<file path="config.mk">
export PLATFORM = sky130hd
export DESIGN_NAME = alut_age_checker12
export DESIGN_NICKNAME = d
export VERILOG_FILES = /design/src/rtl/alut_pkg12.sv /design/src/rtl/alut_age_cmp12.sv /design/src/rtl/alut_age_checker12.sv
export SDC_FILE = /design/constraint.sdc
export NUM_CORES = 1
export LEC_CHECK = 0
export CAP_MARGIN = 30
export CORE_MARGIN = 8
export CORE_UTILIZATION = 30
export DETAILED_ROUTE_END_ITERATION = 6
export GPL_ROUTABILITY_DRIVEN = 0
export GPL_TIMING_DRIVEN = 0
export PLACE_DENSITY_LB_ADDON = 0.3
export SYNTH_ARGS = -nofsm -noshare
export SYNTH_HDL_FRONTEND = slang
export SYNTH_SLANG_ARGS = --single-unit
</file>
<file path="constraint.sdc">
create_clock -name pclk12 -period 8 [get_ports pclk12]
set_input_delay 1.6 -clock pclk12 [delete_from_list [all_inputs] [get_ports pclk12]]
set_output_delay 1.6 -clock pclk12 [all_outputs]
set_load 0.1 [all_outputs]
</file>
<file path="src/rtl/alut_pkg12.sv">
// ALUT age checker shared definitions.
// Entry layout, table geometry and sweep FSM encoding.
package alut_pkg12;

  localparam int ALUT_DW = 83;
  localparam int ALUT_DD = 256;
  localparam int ALUT_AW = 8;

  localparam int VLD_BIT = 82;
  localparam int TS_HI   = 81;
  localparam int TS_LO   = 50;
  localparam int PORT_HI = 49;
  localparam int PORT_LO = 48;
  localparam int MAC_HI  = 47;
  localparam int MAC_LO  = 0;

  typedef enum logic [2:0] {
    ST_IDLE  = 3'd0,
    ST_READ  = 3'd1,
    ST_CHECK = 3'd2,
    ST_WRITE = 3'd3,
    ST_DONE  = 3'd4
  } age_st_e;

endpackage

</file>
<file path="src/rtl/alut_age_cmp12.sv">
// Wrap-safe entry age comparison.
// An entry is stale when valid and strictly older than the limit.
module alut_age_cmp12 (
  input  logic        vld_i,
  input  logic [31:0] now_i,
  input  logic [31:0] ts_i,
  input  logic [31:0] max_age_i,
  output logic        aged_o
);

  logic [31:0] age;

  // Modulo-2^32 subtract keeps ages correct across timer wrap
  assign age    = now_i - ts_i;
  assign aged_o = vld_i && (age > max_age_i);

endmodule

</file>
<file path="src/rtl/alut_age_checker12.sv">
// ALUT age sweeper: walks every entry, invalidating stale ones.
// Yields the RAM port to the address checker whenever it is active.
module alut_age_checker12
  import alut_pkg12::*;
#(
  parameter int DW12 = ALUT_DW,
  parameter int DD12 = ALUT_DD
) (
  input  logic               pclk12,
  input  logic               p_reset12,
  input  logic               start_sweep12,
  input  logic [31:0]        curr_time12,
  input  logic [31:0]        best_bfr_age12,
  input  logic               add_check_active12,
  input  logic [DW12-1:0]    mem_read_data_age12,
  output logic [ALUT_AW-1:0] mem_addr_age12,
  output logic               mem_write_age12,
  output logic [DW12-1:0]    mem_write_data_age12,
  output logic               age_busy12,
  output logic               age_done12,
  output logic [8:0]         aged_count12
);

  localparam logic [ALUT_AW-1:0] LAST =
    ALUT_AW'(DD12 - 1);
  localparam logic [DW12-1:0] VLD_MASK =
    ~(DW12'(1) << VLD_BIT);

  age_st_e            st_q, st_d;
  logic [ALUT_AW-1:0] addr_q, addr_d;
  logic [8:0]         cnt_q, cnt_d;
  logic [31:0]        time_q, time_d;
  logic [31:0]        max_q, max_d;
  logic [DW12-1:0]    wdat_q, wdat_d;
  logic               aged;
  logic               last;

  assign last = (addr_q == LAST);

  alut_age_cmp12 u_cmp (
    .vld_i     (mem_read_data_age12[VLD_BIT]),
    .now_i     (time_q),
    .ts_i      (mem_read_data_age12[TS_HI:TS_LO]),
    .max_age_i (max_q),
    .aged_o    (aged)
  );

  always_ff @(posedge pclk12 or posedge p_reset12) begin
    if (p_reset12) begin
      st_q   <= ST_IDLE;
      addr_q <= '0;
      cnt_q  <= '0;
      time_q <= '0;
      max_q  <= '0;
      wdat_q <= '0;
    end else begin
      st_q   <= st_d;
      addr_q <= addr_d;
      cnt_q  <= cnt_d;
      time_q <= time_d;
      max_q  <= max_d;
      wdat_q <= wdat_d;
    end
  end

  always_comb begin
    st_d   = st_q;
    addr_d = addr_q;
    cnt_d  = cnt_q;
    time_d = time_q;
    max_d  = max_q;
    wdat_d = wdat_q;
    unique case (st_q)
      ST_IDLE: begin
        if (start_sweep12) begin
          time_d = curr_time12;
          max_d  = best_bfr_age12;
          cnt_d  = '0;
          addr_d = '0;
          st_d   = ST_READ;
        end
      end
      ST_READ: begin
        if (!add_check_active12) st_d = ST_CHECK;
      end
      ST_CHECK: begin
        wdat_d = mem_read_data_age12 & VLD_MASK;
        if (aged) begin
          st_d = ST_WRITE;
        end else if (last) begin
          st_d = ST_DONE;
        end else begin
          addr_d = addr_q + 8'd1;
          st_d   = ST_READ;
        end
      end
      ST_WRITE: begin
        // Write lands on the cycle the address checker releases the RAM
        if (!add_check_active12) begin
          cnt_d = cnt_q + 9'd1;
          if (last) begin
            st_d = ST_DONE;
          end else begin
            addr_d = addr_q + 8'd1;
            st_d   = ST_READ;
          end
        end
      end
      ST_DONE: st_d = ST_IDLE;
      default: st_d = ST_IDLE;
    endcase
  end

  assign mem_addr_age12       = addr_q;
  assign mem_write_age12      = (st_q == ST_WRITE) &&
                                !add_check_active12;
  assign mem_write_data_age12 = wdat_q;
  assign age_busy12           = (st_q == ST_READ)  ||
                                (st_q == ST_CHECK) ||
                                (st_q == ST_WRITE);
  assign age_done12           = (st_q == ST_DONE);
  assign aged_count12         = cnt_q;

endmodule
</file>
==> impl_metrics.csv, run 1 <==
group,metric,value,unit
status,outcome,"completed",
synthesis,synthCells,887,
placement,hpwlAfterDp,19.8,mm
timing,relSlewSlack,0.318,
timing,post-route-min-period,6.63,ns
synthesis,synthesis.area,8890,um2
timing,period_share,0.829,
detailed_routing,routed_wl,25.4,mm
floorplan,fp.dieW,188,um
clock_tree,clkTransAtPathRegs,0.07,ns
timing,hold_viol_final,0,
setup_path,required,8.30,ns
synthesis,synthArstFlopShare,1.00,
clock_tree,clockBufferDepth,2,
clock_tree,clk_latency,0.42,ns
grt,grt_max_degree,89,
grt,gr-usage-all-layers,0.144,
timing,setup_violations,0,
setup_path,cp-start-kind,"input port",
synthesis,yosysTopAreaCellShare,0.467,
timing,drv_slew,0,
final_layout,fin_nets,1380,
setup_path,slowest_delay,0.59,ns
placement,portBuffers,252,
floorplan,dieHeight,188,um
synthesis,netlist_top_cells_count,"dfrtp_1, nand2_1, mux2_2",
synthesis,synth_edf_count,0,
setup_path,crit_fanout,9,
job,maxCapViolations,0,
final_layout,drive_gt1_frac,0.128,
worst_hold_path,hold_class,"reg2reg",
setup_path,cp-end-kind,"flip-flop",
synthesis,ys_warn_count,0,
timing,clock_skew,0.0138,ns
detailed_routing,wl_per_cell,16.2,um
timing,worst_slew_pin_slew,1.02,ns
timing,fmax,0.151,GHz
grt,grt_pass1_wl,41.0,mm
detailed_routing,ant_nets,0,
synthesis,yosysMostFrequentCell,"dfrtp_1",
detailed_routing,firstDrtPassIters,5,
setup_path,cp.arrival,6.93,ns
clock_tree,post-cts-setup-buffer-count,0,
synthesis,synth_largest_area_cell,"dfrtp_1",
setup_path,cpMaxStageDelayCell,"nor4_1",
synthesis,yosysSeqAreaShare,0.467,
synthesis,synth_nets,1104,
grt,overflow,0,
clock_tree,tritoncts,"built",
clock_tree,ctsHoldBuffers,0,
floorplan,start_util,0.302,
synthesis,synth_area_leaders,"dfrtp_1, mux2_2, ha_1",
setup_path,cp_top_family,"compound AO/OA/AOI/OAI gates",
floorplan,top_level_ports,254,
synthesis,syn_avg_cell_area,10.0,um2
final_layout,area_growth,42.0,%
floorplan,coreArea,29400,um2
detailed_routing,route.detailed.drc,0,
grt,grt_pass1_vias,7640,
clock_tree,cts_buffers,17,
placement,dpl_cell_area,12000,um2
setup_path,crit_type,"in2reg",
detailed_routing,vias_per_cell,4.59,
clock_tree,htree_num_levels,4,
floorplan,rows,63,
final_layout,n_antenna_cell,0,
detailed_routing,drt_iter0_markers,440,
clock_tree,cts_root_buf,"clkbuf_16",
grt,antenna_found_initial,1,
setup_path,path_buf_inv,2,
floorplan,die_area,35400,um2
synthesis,synth_top_flop_cell,"dfrtp_1",
detailed_routing,num_vias,7191,
synthesis,ys_types,60,
clock_tree,cts_resized,0,
final_layout,stdcell_area,12600,um2
setup_path,cp_cell_sequence,"clkdlybuf4s50_1 > inv_1 > ha_1 > nor2b_1 > o31ai_1 > a21oi_1 > a41oi_1 > o31ai_2 > a21boi_1 > o21bai_1 > a31oi_1 > xnor2_1 > ha_1 > nand4_1 > nor4_1 > nand3_1 > nand3_1 > a21oi_1 > o21ai_2 > nand2_1 > mux2_2",
synthesis,synth-seq-cells,166,
clock_tree,cts.sinks,166,
timing,rsz0062_at_grt,"false",
## path summary, 6_finish.rpt
| path | startpoint | endpoint | slack (ns) | cells after the start |
|---|---|---|---|---|
| max reg2reg | time_q[1]$_DFFE_PP0P_ | mem_addr_age12[0]$_DFFE_PP0P_ | 2.71 | 19 |
| min | time_q[6]$_DFFE_PP0P_ | time_q[6]$_DFFE_PP0P_ | 0.48 | 2 |
| min in group asynchronous | p_reset12 | time_q[7]$_DFFE_PP0P_ | 1.64 | 2 |
| max in group asynchronous | p_reset12 | time_q[28]$_DFFE_PP0P_ | 5.49 | 3 |
| max | mem_read_data_age12[51] | mem_addr_age12[0]$_DFFE_PP0P_ | 1.37 | 21 |
| min reg2reg | time_q[6]$_DFFE_PP0P_ | time_q[6]$_DFFE_PP0P_ | 0.48 | 2 |
## flip-flops by register name (all words and copies together), names as in the netlist
signal	flops
st_q	3
mem_addr_age12	8
time_q	32
mem_write_data_age12	82
aged_count12	9
max_q	32
## metal layers
metal	global-route usage	share of wire
met5	0	0.00051
met4	0.0324	0.011
met3	0.0564	0.083
met2	0.239	0.48
met1	0.173	0.42
## tightest hold or removal path: cells and delay by family (launching register included)
kind	cells	cell delay [ns]
and+or+nand+nor	2	0.10
DFF	1	0.35
## metrics by stage
step,util,setup WS [ns],hold WS (ns),std cells,TNS (ns)
floorplan,-,1.91,0.450,887,0
global placement,0.405,-0.894,0.463,1529,-144.55
detailed placement,0.409,0.829,0.469,1534,0
CTS,0.429,1.28,0.489,1566,0
global route,0.429,0.879,0.511,1566,0
finish,0.429,1.37,0.483,1566,0
## cells in the final DEF (no fill, tap or decap), types with 8 or more instances in the layout
cell type	synthesis	final
a21o_1	21	21
a21oi_1	37	37
clkbuf_1	22	22
clkbuf_16	0	17
clkdlybuf4s50_1	0	252
dfrtp_1	166	166
ha_1	65	65
inv_1	79	78
mux2_2	83	83
nand2_1	162	162
nand3_1	8	8
nand4_1	18	18
nor2_1	41	41
o21ai_0	52	52
xnor2_1	24	24
xor2_1	11	11
## kinds of logic after synthesis
group / share of synthesized area
AND/OR/NAND/NOR: 0.133
buffers and inverters: 0.0477
flip-flops: 0.467
adder cells (fa/ha/maj): 0.0937
multiplexers: 0.108
other: 0.000422
AO/OA/AOI/OAI: 0.115
XOR/XNOR: 0.0345
## cell type report
class	count	area (um2)
Fill cell	2871	16800
Multi-Input combinational cell	613	4320
Sequential cell	166	4150
Timing Repair Buffer	257	2640
Tap cell	390	488
Clock buffer	18	439
Inverter	79	304
Clock inverter	14	156
Buffer	29	128
Power of run 1 is left out: the tool's default activity adds up to more than one toggle a clock period on the data nets, which glitch-free logic cannot reach.
==> inputs of run 2 (changes only) <==
==> constraint.sdc (replaced) <==
create_clock -name pclk12 -period 6.56 [get_ports pclk12]
set_input_delay 1.312 -clock pclk12 [delete_from_list [all_inputs] [get_ports pclk12]]
set_output_delay 1.312 -clock pclk12 [all_outputs]
set_load 0.1 [all_outputs]
==> run 2 against run 1 <==
Compared with the run above:
- non-clock buffer count is the same
- clock-buffer cell count is the same
- worst setup slack lost 0.84 ns
- cell count is the same
- design area grew 0.18%
- worst hold slack is essentially flat
- die area is the same
- via count is essentially flat
- register-to-register slack lost 1.1 ns
- global-route usage is the same
- critical endpoint unchanged
==> impl_metrics.csv, run 2 (same netlist as run 1, synthesis figures left out) <==
group,metric,value,unit
status,outcome,"completed",
timing,period_share,0.919,
floorplan,die_area,35400,um2
grt,overflow,0,
clock_tree,htree_num_levels,4,
clock_tree,clockBufferDepth,2,
final_layout,layout_common_cells,"clkdlybuf4s50_1, dfrtp_1, nand2_1",
setup_path,cp-end-kind,"flip-flop",
detailed_routing,ant_nets,0,
detailed_routing,routed_wl,25.4,mm
final_layout,drive_gt1_frac,0.130,
floorplan,coreArea,29400,um2
floorplan,dieHeight,188,um
timing,fmax,0.166,GHz
detailed_routing,firstDrtPassIters,4,
clock_tree,tritoncts,"built",
timing,post-route-min-period,6.03,ns
floorplan,rows,63,
clock_tree,cts_root_buf,"clkbuf_16",
timing,whs,0.482,ns
detailed_routing,wl_per_cell,16.2,um
timing,tns,0,ns
setup_path,crit_type,"in2reg",
grt,gr-usage-all-layers,0.144,
clock_tree,clk_latency,0.42,ns
final_layout,largest_reg_flops,82,
grt,grt_pass1_vias,7640,
final_layout,fin_nets,1380,
floorplan,fp.dieW,188,um
floorplan,top_level_ports,254,
job,maxCapViolations,0,
placement,portBuffers,252,
setup_path,cp-start-kind,"input port",
clock_tree,cts_buffers,17,
timing,clock_skew,0.0138,ns
timing,setup_violations,0,
final_layout,area_growth,42.2,%
timing,worst_slew_pin_slew,1.02,ns
final_layout,fin_util,0.430,
grt,grt_pass1_wl,41.0,mm
detailed_routing,num_vias,7197,
setup_path,cp.arrival,6.33,ns
final_layout,final_common_cell,"clkdlybuf4s50_1",
timing,rsz0062_at_grt,"false",
grt,grt_max_degree,89,
floorplan,start_util,0.302,
clock_tree,ctsHoldBuffers,0,
worst_hold_path,hold_class,"reg2reg",
setup_path,required,6.86,ns
timing,drv_slew,0,
detailed_routing,vias_per_cell,4.60,
clock_tree,clkTransAtPathRegs,0.07,ns
clock_tree,cts.sinks,166,
clock_tree,post-cts-setup-buffer-count,0,
placement,hpwlAfterDp,19.8,mm
detailed_routing,drt_iter0_markers,440,
grt,antenna_found_initial,1,
timing,hold_viol_final,0,
final_layout,n_antenna_cell,0,
detailed_routing,route.detailed.drc,0,
setup_path,crit_fanout,9,
timing,relSlewSlack,0.318,
## run 2: final cells by class
class	count	area (um2)
plain buffers	29	128
flip-flops and latches	166	4150
inverters	79	304
clock inverters	14	156
repair buffers	257	2640
multi-input cells	613	4340
clock buffers	18	439
well taps	390	488
fillers	2867	16800
## run 2: critical path, stage by stage
cell             delay (ns)
clkdlybuf4s50_1        0.49
inv_1                  0.08
ha_1                   0.27
nor2b_1                0.15
o31ai_1                0.11
a21oi_1                0.35
a41oi_2                0.31
o31ai_4                0.39
a21boi_1               0.12
o21bai_1               0.28
a31oi_1                0.18
xnor2_1                0.15
ha_1                   0.30
nand4_1                0.17
nor4_2                 0.44
nand3_1                0.15
nand3_1                0.11
a21oi_1                0.09
o21ai_2                0.38
nand2_1                0.19
mux2_2                 0.31
## run 2: what timing repair did
action | CTS | global route
endpoints found under the setup margin | 0 | 10
resized for setup | 0 | 3
endpoints found under the hold margin | 0 | 0
## run 2: final timing paths
check                                                 to                    start  cells after the start  slack [ns]
setup / recovery           mem_addr_age12[0]$_DFFE_PP0P_  mem_read_data_age12[51]                     21        0.53
hold / removal                     time_q[6]$_DFFE_PP0P_    time_q[6]$_DFFE_PP0P_                      2        0.48
setup reg to reg           mem_addr_age12[0]$_DFFE_PP0P_    time_q[1]$_DFFE_PP0P_                     19        1.58
hold reg to reg                    time_q[6]$_DFFE_PP0P_    time_q[6]$_DFFE_PP0P_                      2        0.48
max in group asynchronous         time_q[28]$_DFFE_PP0P_                p_reset12                      3        4.33
min in group asynchronous          time_q[7]$_DFFE_PP0P_                p_reset12                      2        1.36
## run 2: per-layer routing
metal / routed length (um) / vias up / global-route usage
met5: 13 / - / 0
met4: 286 / 2 / 0.0324
li1: - / 3565 / -
met2: 12300 / 163 / 0.239
met3: 2100 / 15 / 0.0564
met1: 10700 / 3452 / 0.173
## run 2: through the flow
step           setup slack [ns]  std cells  cell area, um2
6_report                  0.533       1566           12600
5_1_grt                  0.0526       1566           12600
4_1_cts                   0.131       1566           12600
3_5_place_dp             -0.323       1534           12000
3_3_place_gp              -2.05       1529           11900
2_1_floorplan             0.758        887            8890
Power of run 2 is left out for the same reason.
==> inputs of run 3 (changes only) <==
--- a/config.mk
+++ b/config.mk
@@ -11,7 +11,6 @@
 export DETAILED_ROUTE_END_ITERATION = 6
 export GPL_ROUTABILITY_DRIVEN = 0
 export GPL_TIMING_DRIVEN = 0
-export PLACE_DENSITY_LB_ADDON = 0.3
 export SYNTH_ARGS = -nofsm -noshare
 export SYNTH_HDL_FRONTEND = slang
 export SYNTH_SLANG_ARGS = --single-unit
==> run 3 against run 2 <==
Compared with the run above:
- sequential cell count is the same
- worst setup slack worse by 0.088 ns
- worst hold slack worse by 0.0022 ns
- die area stayed put
- sequential share of layout area decreased by 0.22 points
- register-to-register slack worse by 0.05 ns
- fmax is 1.4% lower
- core utilization grew 0.29 points
- critical path depth decreased by 1
==> impl_metrics.csv, run 3 (same netlist as run 1, synthesis figures left out) <==
group,metric,value,unit
status,outcome,"completed",
timing,fmax,0.164,GHz
placement,dp_cells,1537,
detailed_routing,drt_iter0_markers,362,
setup_path,crit_type,"in2reg",
final_layout,nFillCells,2859,
timing,rsz0062_at_grt,"false",
setup_path,cp-start-kind,"input port",
timing,worst_slew_pin_slew,1.02,ns
job,maxCapViolations,0,
detailed_routing,firstDrtPassIters,4,
floorplan,dieHeight,188,um
clock_tree,tritoncts,"built",
floorplan,coreArea,29400,um2
detailed_routing,vias_per_cell,4.58,
clock_tree,cts.sinks,166,
grt,grt_pass1_wl,41.2,mm
setup_path,cp-end-kind,"flip-flop",
timing,tns,0,ns
final_layout,n_antenna_cell,0,
clock_tree,cts_resized,0,
setup_path,r2r-start,"time_q[2]$_DFFE_PP0P_",
final_layout,fin_util,0.433,
clock_tree,cts_buffers,17,
grt,grt_pass1_vias,7846,
grt,antenna_found_initial,0,
setup_path,crit_fanout,4,
clock_tree,cts_root_buf,"clkbuf_16",
setup_path,reg2reg_depth,18,
detailed_routing,ant_nets,0,
timing,relSlewSlack,0.315,
detailed_routing,routed_wl,25.5,mm
clock_tree,post-cts-setup-buffer-count,0,
detailed_routing,wl_per_cell,16.3,um
clock_tree,ctsHoldBuffers,0,
placement,hpwlAfterDp,20.1,mm
floorplan,start_util,0.302,
clock_tree,clockBufferDepth,2,
worst_hold_path,worstHoldStart,"time_q[30]$_DFFE_PP0P_",
detailed_routing,num_vias,7192,
final_layout,largest_reg_flops,82,
clock_tree,clkTransAtPathRegs,0.07,ns
final_layout,fin_nets,1384,
grt,gr-usage-all-layers,0.145,
final_layout,fin_cells,1570,
worst_hold_path,hold_class,"reg2reg",
timing,setup_violations,0,
timing,hold_viol_final,0,
setup_path,ff2ff_setup_slack,1.53,ns
final_layout,layout_common_cells,"clkdlybuf4s50_1, dfrtp_1, nand2_1",
final_layout,area_growth,43.2,%
timing,clock_skew,0.0126,ns
clock_tree,htree_num_levels,4,
setup_path,crit_start,"mem_read_data_age12[52]",
timing,period_share,0.932,
placement,portBuffers,252,
timing,drv_slew,0,
worst_hold_path,min_to,"time_q[30]$_DFFE_PP0P_",
clock_tree,clk_latency,0.43,ns
worst_hold_path,holdPathStages,2,
floorplan,fp.dieW,188,um
final_layout,final_common_cell,"clkdlybuf4s50_1",
floorplan,top_level_ports,254,
grt,overflow,0,
timing,post-route-min-period,6.11,ns
setup_path,required,6.91,ns
setup_path,cp.arrival,6.46,ns
detailed_routing,route.detailed.drc,0,
final_layout,drive_gt1_frac,0.133,
grt,grt_max_degree,96,
setup_path,rr_endpoint,"st_q[0]$_DFFE_PP0P_",
floorplan,die_area,35400,um2
floorplan,rows,63,
==> run 3: changes by cell type in the layout (fill, tap and decap cells not counted) <==
| cell | delta |
|---|---|
| clkinv_2 | +4 |
| clkinv_8 | -1 |
| clkinvlp_4 | +1 |
| o21ai_2 | -1 |
| o21ai_4 | +1 |
| inv_6 | -3 |
| buf_16 | +4 |
| clkinv_4 | +2 |
| inv_8 | -3 |
==> run 3: final cells by class <==
| class | count | area (um2) | share of cell area |
|---|---|---|---|
| clock buffer | 18 | 439 | 0.0345 |
| buffer | 29 | 128 | 0.0100 |
| timing repair buffer | 261 | 2750 | 0.216 |
| inverter | 79 | 304 | 0.0239 |
| tap | 390 | 488 | 0.0383 |
| multi-input combinational | 613 | 4350 | 0.341 |
| clock inverter | 14 | 125 | 0.00983 |
| sequential | 166 | 4150 | 0.326 |
==> run 3: how the worst max path moves through the flow <==
stage / end / slack, ns / cells after the start
after detailed placement: mem_addr_age12[3]$_DFFE_PP0P_ / -0.37 / 21
final: st_q[0]$_DFFE_PP0P_ / 0.45 / 20
after CTS: mem_addr_age12[3]$_DFFE_PP0P_ / 0.1 / 21
after floorplan: aged_count12[0]$_DFFE_PP0P_ / 0.76 / 1
after global routing: mem_addr_age12[3]$_DFFE_PP0P_ / 0.09 / 21
after global placement: mem_write_data_age12[72]$_DFFE_PP0P_ / -2.04 / 2
==> run 3: per-stage QoR <==
stage               worst slack [ns]  area, um2  hold slack, ns
CTS                           0.0979      12700           0.485
global route                  0.0865      12700           0.505
finish                         0.445      12700           0.480
detailed placement            -0.368      12100           0.468
floorplan                      0.758       8890           0.450
global placement               -2.04      11900           0.464
==> run 3: layer usage <==
metal  part of all wire  GRT usage
met1               0.41      0.162
met2               0.50      0.252
met3              0.081     0.0571
met4              0.013     0.0439
met5                  0          0
==> run 3: worst max-delay path, stage by stage <==
cell	delay [ns]
clkdlybuf4s50_1	0.52
inv_1	0.06
ha_1	0.35
o21a_1	0.12
o31ai_1	0.10
a21oi_1	0.37
a41oi_2	0.31
o31ai_4	0.39
a21boi_1	0.11
o21bai_1	0.28
a31oi_1	0.16
xnor2_1	0.15
ha_1	0.30
nand4_1	0.16
nor4_2	0.46
nand3_1	0.13
a21oi_1	0.46
o21bai_1	0.20
or2_2	0.32
a41oi_1	0.18
Power of run 3 is left out for the same reason.
==> edit: new RTL, flow settings as in run 1 <==
Set the package constant `ALUT_AW` to 6 (it was 8).
--- a/src/rtl/alut_pkg12.sv
+++ b/src/rtl/alut_pkg12.sv
@@ -5,5 +5,5 @@
   localparam int ALUT_DW = 83;
   localparam int ALUT_DD = 256;
-  localparam int ALUT_AW = 8;
+  localparam int ALUT_AW = 6;
 
   localparam int VLD_BIT = 82;
Ports: changed (resized mem_addr_age12); port bits go from 254 to 252. No check against the original RTL was run, so the function may have changed too.
==> edit against run 1 <==
  * Via count fell by 5.6%
  * Count of clock-buffer cells in the layout did not move
  * Synthesized area fell by 1.7%
  * Wire length rose by 1.4%
  * Worst setup slack improved by 220 ps
  * Sequential cell count fell by 2
  * Sequential share of layout area rose by 0.29 points
  * Fmax rose by 3.4%
  * Register-to-register slack improved by 150 ps
  * Core utilization rose by 0.14 points
  * Cell area fell by 2.1%
Power is left out: the tool's default activity adds up to more than one toggle a clock period on the data nets, which glitch-free logic cannot reach.
==> edit: results (changes against run 1) <==
[outcome]
status = completed

[placed_design]
dpl.cell_count = 1419  ; -7.5%
dpl_cell_area_mm2 = 0.01176  ; -2.2%
dp_hpwl_mm = 20.12  ; +1.7%
preCtsSetupSlack_ps = 1163  ; +333.5 ps

[finish]
nFlopsAndLatches = 164  ; -1.2%
clkCellAreaFrac_pct = 4.868  ; +0.15 points
final_cell_count_no_fill = 1451  ; -7.3%
multi_input_area_share_pct = 34.29  ; +0.11 points
buffers = 279  ; -2.4%
fillers = 2797  ; -2.6%
utilization_pct = 43.07  ; +0.14 points
nets = 1271  ; -7.9%

[setup_path]
critPathArrivalTime_ps = 6730  ; -200 ps
cp_slowest_cell = clkdlybuf4s50_1
cpPeakStageDelay_ps = 500  ; -90 ps
reg2reg_setup_slack_ps = 2860  ; +150 ps
critPathMaxFanout = 6  ; -3

[timing]
fin_hold_ws_ps = 504.5  ; +21.96 ps
slew_headroom_pct = 30.44  ; -1.4 points

[synth]
ys_top_cells_by_area = dfrtp_1 (47%), mux2_2 (15%), ha_1 (9.3%)
postSynthAreaPerCell_um2 = 11.15  ; +11%
synth_compound_area_share_pct = 12.84  ; +1.3 points
synthAdderAreaFrac_pct = 9.531  ; +0.16 points

[detailed_routing]
dr.pass1.iters = 4  ; -1
routedWlPerCell_um = 17.75  ; +9.4%

[worst_hold_path]
hold_path_depth = 1  ; -1
hp-start = mem_write_data_age12[54]
hold-path-endpoint = mem_write_data_age12[54]

[global_routing]
first_global_vias = 7399  ; -3.2%

-- edit: cell count changes in the layout (fill, tap and decap cells not counted), sizes merged, moves of 5 or more --
cell	change
nand4	-5
nor2	-18
nand2	-107
mux2	+33
a21o	+9
and3	-5
-- edit: how the worst max path moves through the flow --
stage / start / endpoint / slack (ps) / cells past startpoint
floorplan: p_reset12 / aged_count12[0] / 1970 / 1
global placement: p_reset12 / mem_write_data_age12[54] / -840 / 2
detailed placement: mem_read_data_age12[50] / mem_addr_age12[4] / 1160 / 23
CTS: mem_read_data_age12[50] / mem_addr_age12[4] / 1590 / 23
global route: mem_read_data_age12[50] / mem_addr_age12[2] / 1240 / 23
finish: mem_read_data_age12[50] / mem_addr_age12[4] / 1590 / 23
-- edit: layer usage --
layer,GRT usage (%),share of wire [%],vias to the layer above
li1,-,-,3301
met1,17.91,43,3247
met2,23.71,46,204
met3,6.823,9.6,29
met4,3.971,1.4,8
met5,0,0.20,-
